**config.mk**
```make
export PLATFORM = sky130hd
export DESIGN_NAME = fp_to_tc_flat
export DESIGN_NICKNAME = d
export VERILOG_FILES = /design/src/rtl/fp_to_tc_if.sv /design/src/rtl/fp_to_tc.sv /design/src/flat_wrapper.sv
export SDC_FILE = /design/constraint.sdc
export NUM_CORES = 1
export LEC_CHECK = 0
export ABC_AREA = 1
export CORE_MARGIN = 2
export CORE_UTILIZATION = 55
export CTS_CLUSTER_DIAMETER = 200
export DETAILED_ROUTE_END_ITERATION = 8
export MAX_ROUTING_LAYER = met4
export PLACE_DENSITY = 0.83
export SYNTH_ARGS = -nofsm -noshare
export SYNTH_HDL_FRONTEND = slang
export SYNTH_SLANG_ARGS = --single-unit
```
**constraint.sdc**
```tcl
create_clock -name clk -period 2.61 [get_ports clk]
set_input_delay 0.3915 -clock clk [delete_from_list [all_inputs] [get_ports clk]]
set_output_delay 0.3915 -clock clk [all_outputs]
set_load 0.005 [all_outputs]
```
**src/rtl/fp_to_tc_if.sv**
```systemverilog
// Handshake bundle for the 8-bit float to two's-complement decoder.
// The slave modport is the decoder side; the master modport is the producer/consumer side.
interface fp_to_tc_if #(
   parameter int EXP_W  = 3,
   parameter int FRAC_W = 4,
   parameter int OUT_W  = 12
);
   logic              in_valid;
   logic              in_ready;
   logic              S;
   logic [EXP_W-1:0]  E;
   logic [FRAC_W-1:0] F;
   logic              out_valid;
   logic              out_ready;
   logic [OUT_W-1:0]  D;
   logic              busy;

   modport slave (
      input  in_valid, S, E, F, out_ready,
      output in_ready, out_valid, D, busy
   );

   modport master (
      output in_valid, S, E, F, out_ready,
      input  in_ready, out_valid, D, busy
   );
endinterface

```
**src/rtl/fp_to_tc.sv**
```systemverilog
// Iterative decoder: D = (-1)^S * (F << E), one left shift per clock, then sign.
// Accepts one request in IDLE and holds the result in DONE until it is taken.
module fp_to_tc #(
   parameter int EXP_W  = 3,
   parameter int FRAC_W = 4,
   parameter int OUT_W  = 12
) (
   input  logic        clk,
   input  logic        rst_n,
   fp_to_tc_if.slave   bus
);
   typedef enum logic [1:0] {IDLE, SHIFT, DONE} state_t;

   state_t            state_q, state_d;
   logic [OUT_W-2:0]  mag_q, mag_d;
   logic [EXP_W-1:0]  cnt_q, cnt_d;
   logic              sign_q, sign_d;
   logic [OUT_W-1:0]  d_q, d_d;
   logic [OUT_W-1:0]  mag_ext;

   always_ff @(posedge clk) begin
      if (!rst_n) begin
         state_q <= IDLE;
         mag_q   <= '0;
         cnt_q   <= '0;
         sign_q  <= 1'b0;
         d_q     <= '0;
      end else begin
         state_q <= state_d;
         mag_q   <= mag_d;
         cnt_q   <= cnt_d;
         sign_q  <= sign_d;
         d_q     <= d_d;
      end
   end

   // Zero-extend before negating so the largest magnitude maps onto a legal negative code.
   assign mag_ext = {1'b0, mag_q};

   always_comb begin
      state_d = state_q;
      mag_d   = mag_q;
      cnt_d   = cnt_q;
      sign_d  = sign_q;
      d_d     = d_q;
      case (state_q)
         IDLE: begin
            if (bus.in_valid) begin
               mag_d   = (OUT_W-1)'(bus.F);
               cnt_d   = bus.E;
               sign_d  = bus.S;
               state_d = SHIFT;
            end
         end
         SHIFT: begin
            if (cnt_q != '0) begin
               mag_d = mag_q << 1;
               cnt_d = cnt_q - EXP_W'(1);
            end else begin
               d_d     = sign_q ? (~mag_ext + OUT_W'(1)) : mag_ext;
               state_d = DONE;
            end
         end
         DONE: begin
            if (bus.out_ready) begin
               state_d = IDLE;
            end
         end
         default: state_d = IDLE;
      endcase
   end

   always_comb begin
      bus.in_ready  = (state_q == IDLE);
      bus.out_valid = (state_q == DONE);
      bus.busy      = (state_q != IDLE);
      bus.D         = d_q;
   end
endmodule

```
**src/flat_wrapper.sv**
```systemverilog
// flat-port wrapper written by rule: the top's interface ports become plain ports
module fp_to_tc_flat 
#(
   parameter int EXP_W  = 3,
   parameter int FRAC_W = 4,
   parameter int OUT_W  = 12
)
  (clk, rst_n, bus_in_valid, bus_S, bus_E, bus_F, bus_out_ready, bus_in_ready, bus_out_valid, bus_D, bus_busy);
  fp_to_tc_if #(.EXP_W(EXP_W), .FRAC_W(FRAC_W), .OUT_W(OUT_W)) bus_i ();
  input  logic clk;
  input  logic rst_n;
  input wire logic [$bits(bus_i.in_valid)-1:0] bus_in_valid;
  input wire logic [$bits(bus_i.S)-1:0] bus_S;
  input wire logic [$bits(bus_i.E)-1:0] bus_E;
  input wire logic [$bits(bus_i.F)-1:0] bus_F;
  input wire logic [$bits(bus_i.out_ready)-1:0] bus_out_ready;
  output wire logic [$bits(bus_i.in_ready)-1:0] bus_in_ready;
  output wire logic [$bits(bus_i.out_valid)-1:0] bus_out_valid;
  output wire logic [$bits(bus_i.D)-1:0] bus_D;
  output wire logic [$bits(bus_i.busy)-1:0] bus_busy;
  assign bus_i.in_valid = bus_in_valid;
  assign bus_i.S = bus_S;
  assign bus_i.E = bus_E;
  assign bus_i.F = bus_F;
  assign bus_i.out_ready = bus_out_ready;
  assign bus_in_ready = bus_i.in_ready;
  assign bus_out_valid = bus_i.out_valid;
  assign bus_D = bus_i.D;
  assign bus_busy = bus_i.busy;
  fp_to_tc #(.EXP_W(EXP_W), .FRAC_W(FRAC_W), .OUT_W(OUT_W)) u_core (.clk(clk), .rst_n(rst_n), .bus(bus_i));
endmodule
```
* After elaboration in Yosys (flattened, before gate mapping)
Cells that the tools add are included.
Operators by class: add/subtract/negate cells 2, bitwise gates (word level) 2, muxes and demuxes 11, reductions and logical operators 8, equality and inequality tests 6
Operators by type and width (count):
- 11-bit two-way mux | 2
- 11-bit case mux with 2 select lines | 1
- 12-bit by 1-bit adder with 12-bit output, second input constant | 1
- 12-bit two-way mux | 1
- 11-bit inverter with 12-bit output | 1
- 2-bit two-way mux | 3
- 3-bit two-way mux | 2
- 2-bit inequality test, second input constant | 3
- 2-bit case mux with 3 select lines | 1
- 3-bit case mux with 2 select lines | 1
- 3-bit AND reduction | 2
- 2-bit AND reduction | 2
- 2-bit nonzero test | 2
- 3-bit nonzero test | 1
- 3-bit by 1-bit subtractor with 3-bit output, second input constant | 1
- 2-bit by 1-bit == test with 1-bit output, second input constant | 1
- 2-bit == test, second input constant | 1
- 2-bit logical NOT | 1
- 2-bit by 1-bit inequality test with 1-bit output, second input constant | 1
- 1-bit inverter | 1
Storage, ports and cells: word-level logic and storage cells 34, input port bits 12, register bits after elaboration 29, output and inout bits 15

* Logic depth before layout (Yosys ltp)
depth in word-level cells 3, depth in mapped cells 11, mapped depth without buffers 10

* Worst setup path after synthesis
OpenSTA, ideal clock, no wires.
kind reg2reg, from register u_core.cnt_q[0], to register u_core.cnt_q[1], buffers on the path 1, library setup time 0.118 ns, slack 1.234 ns, cell stages (with the launch flop) 10, arrival time 1.258 ns, period minus slack after synthesis 1.376 ns, required time 2.492 ns, cells stage by stage dfxtp_1 > inv_1 > ha_1 > inv_1 > nor2_1 > o21ai_4 > inv_4 > buf_6 > o21ai_1 > a21oi_1
On the way: cells in the longest elaborated chain, start to end 3, elaborated cells on any way between the ends 6, those cells by class add/sub (1); eq/ne (1); mux (2); reduce/logical (2)
RTL lines:
- start: declaration | line fp_to_tc.sv:16 | logic [EXP_W-1:0] cnt_q, cnt_d;
- start signal: assignment | line fp_to_tc.sv:31 | cnt_q <= cnt_d;
- 3-bit by 1-bit subtractor with 3-bit output / 3-bit nonzero test (equally long branches) | line fp_to_tc.sv:58, fp_to_tc.sv:56
- 3-bit two-way mux / 2-bit by 1-bit inequality test with 1-bit output (equally long branches)
- 3-bit case mux with 2 select lines / 3-bit AND reduction (equally long branches)
Several ways; a longest one is shown, not always the timed one. The select of a mux whose other input is x is not followed. A chain may end at the register's enable or synchronous reset.

* Final worst setup path
from register u_core.state_q[0], to output port bus_in_ready
On the way: cells in the longest elaborated chain, start to end 1
RTL lines:
- start: declaration | line fp_to_tc.sv:14 | state_t state_q, state_d;
- start signal: assignment | line fp_to_tc.sv:29 | state_q <= state_d;
- 2-bit logical NOT | line fp_to_tc.sv:74 | bus.in_ready = (state_q == IDLE);
- end: declaration | line flat_wrapper.sv:17 | output wire logic [$bits(bus_i.in_ready)-1:0] bus_in_ready;
No other way between the ends.

==> results.cfg <==
[run_status]
status = finished, final reports clean

[cts]
cts_hold_buffers = 0
cts_sinks = 29
post_cts_buffers = 0
numCtsBuffers = 5
cts_tree = done
clockBufferDepth = 2
clk_pin_slew_ps = 90
cts_resized = 0
h-tree-depth = 2
clk_latency_ps = 330
cts-root-buf = clkbuf_4

[critical_path]
start_kind = flip-flop
timing.rr.end = u_core.bus.D[6]
required_ps = 2220
r2r_cells = 9
criticalPathCategory = reg -> out
r2r_start = u_core.cnt_q[0]
worstPathMaxFanout = 3
r2r_slack_ps = 910
crit_start = u_core.state_q[0]
worstPathArrival_ps = 1440
worstSetupEndpointType = primary output

[route]
route.antenna.remaining_nets = 0
vias_per_cell = 5.381
drt_iter0_drc = 48
drt_pass1_iterations = 4
drt-total-wl_um = 3278
post_drt_wl_per_cell_um = 12.61
drc = 0
route.vias.total = 1399

[cells_and_area]
drive_gt1_frac = 0.08261
final-instance-count-excl-fill = 260
syn2layout_area_growth_pct = 21.57
antennaDiodeCount = 0
layout.nets = 245

[synthesis]
syn_nets = 218
ys_ff_latch = 29
ys_warn_count = 0
post_synth.cell_area_avg_um2 = 7.144
ys_seq_area_frac = 0.4003
synth_cells = 203
synth_cell_types = 26
netlist_area_um2 = 1450

[placed_design]
dpl.hpwl_um = 2440
numPortBuffers = 26
gp_congestion = 0.9032
dpl.cell_count = 253

[sta]
finalHoldViolCount = 0
grt_setup_unrepaired = no
maxSlewHeadroom = 0.6831
period_share = 0.7019
timing.fmax_mhz = 545.9
fin_skew_ps = 7.363
setup_tns_ps = 0
setup_viol = 0
slew_violations = 0
fin_crit_ps = 1832
worst_slew_pin_slew_ps = 474.7

[global_route]
grt_max_degree = 22
grt_pass1_vias = 1333
grt_first_pass_wirelength_um = 5761
track_usage = 0.2403
antenna_found_initial = 0
gr-total-overflow = 0

[flow_run]
cap_viol_max_count = 0

[die]
design.core.area_um2 = 2477
dieArea_um2 = 3064
start_util = 0.5854
die_w_um = 55.35
core.rowCount = 18
die_h_um = 55.35
io_pins = 27

[pwr]
power.total_mw = 1.124
power_density_nw_per_um2 = 637.7
vdd_drop_max_v = 0.0004704
p_leak_nw = 0.7773

[min_path]
min_from = u_core.mag_q[0]
holdPathStages = 2
hold_class = reg -> reg
hold-path-endpoint = u_core.mag_q[0]
-- flip-flops by register name, summed over array words and instances (netlist names) --
register        cells
u_core.bus.D       12
u_core.mag_q       11
u_core.cnt_q        3
u_core.state_q      2
u_core.sign_q       1
-- cell families after synthesis --
family	after synthesis	share of synthesized area
DFF	29	0.4003
and+or+nand+nor	86	0.2537
xor gates and xnor gates	4	0.02416
buffers and inverters	36	0.1096
adders and majority gates	3	0.02589
AOI/OAI and AO/OA	45	0.1864
-- report_power, final --
| group | switching (mW) | internal, mW | leakage [nW] |
|---|---|---|---|
| registers | 0.0344 | 0.488 | 0.237 |
| logic | 0.183 | 0.139 | 0.509 |
| clock network | 0.153 | 0.127 | 0.0314 |
| total | 0.370 | 0.754 | 0.777 |
-- per-stage QoR --
step / hold WS, ps / setup WS, ps / util / area, um2
final: 476.5 / 778.2 / 0.7116 / 1763
after global routing: 498.8 / 709.6 / 0.7116 / 1763
after CTS: 480.3 / 778.3 / 0.7116 / 1763
after detailed placement: 466.7 / 923.1 / 0.6894 / 1708
after global placement: 455.8 / 956.1 / 0.6894 / 1708
after floorplan: 439.0 / 1234 / - / 1450
-- Yosys cell counts, drive strengths merged --
master | count | area (um2)
o21ai | 23 | 130.1
buf | 6 | 43.79
nand3 | 18 | 90.09
a31oi | 1 | 6.260
xor2 | 4 | 35.03
nand2 | 38 | 157.7
dfxtp | 29 | 580.6
o31ai | 7 | 52.55
a21oi | 13 | 68.82
ha | 3 | 37.54
a211oi | 1 | 12.51
nand4 | 3 | 18.77
clkbuf | 1 | 3.750
nor2 | 27 | 101.4
inv | 29 | 111.4
-- cell type report --
| class | instances | area (um2) |
|---|---|---|
| clock buffers | 7 | 55.05 |
| fillers | 203 | 714.4 |
| inverters | 29 | 111.4 |
| multi-input cells | 138 | 710.7 |
| flip-flops and latches | 29 | 580.6 |
| well taps | 30 | 37.54 |
| repair buffers | 27 | 267.8 |
-- placed cells by master (no fill, tap or decap) --
cell type / count
a21oi_2: 1
a21oi_1: 12
nand4_1: 3
o31ai_1: 7
buf_4: 1
a211oi_2: 1
nand3_1: 18
nor2_1: 27
nand2_1: 34
nand2_2: 3
xor2_1: 4
clkdlybuf4s50_1: 26
ha_1: 3
inv_2: 3
dfxtp_1: 29
clkbuf_4: 5
a31oi_1: 1
o21ai_0: 13
nand2_4: 1
o21ai_2: 1
inv_1: 25
clkbuf_8: 1
clkbuf_1: 1
inv_4: 1
o21ai_4: 1
o21ai_1: 8
-- worst max-delay path by stage --
stage,cells past startpoint,end,slack (ps)
detailed placement,6,u_core.bus.D[6],920
CTS,2,bus_in_ready,780
global route,2,bus_in_ready,710
floorplan,9,u_core.cnt_q[1],1230
global placement,6,u_core.bus.D[6],960
finish,2,bus_in_ready,780
-- critical path, stage by stage, from the launching register on --
cell             delay [ps]
dfxtp_1                 340
nor2_1                  220
clkdlybuf4s50_1         550
-- routing by layer --
| layer | global-route usage | part of all wire | vias to the layer above |
|---|---|---|---|
| met5 | - | 0 | - |
| met4 | 0.1115 | 0.029 | 0 |
| met3 | 0.07260 | 0.064 | 12 |
| met2 | 0.3929 | 0.50 | 42 |
| met1 | 0.2679 | 0.41 | 634 |
| li1 | - | - | 711 |
No activity file was read; power rests on OpenSTA's default activity.
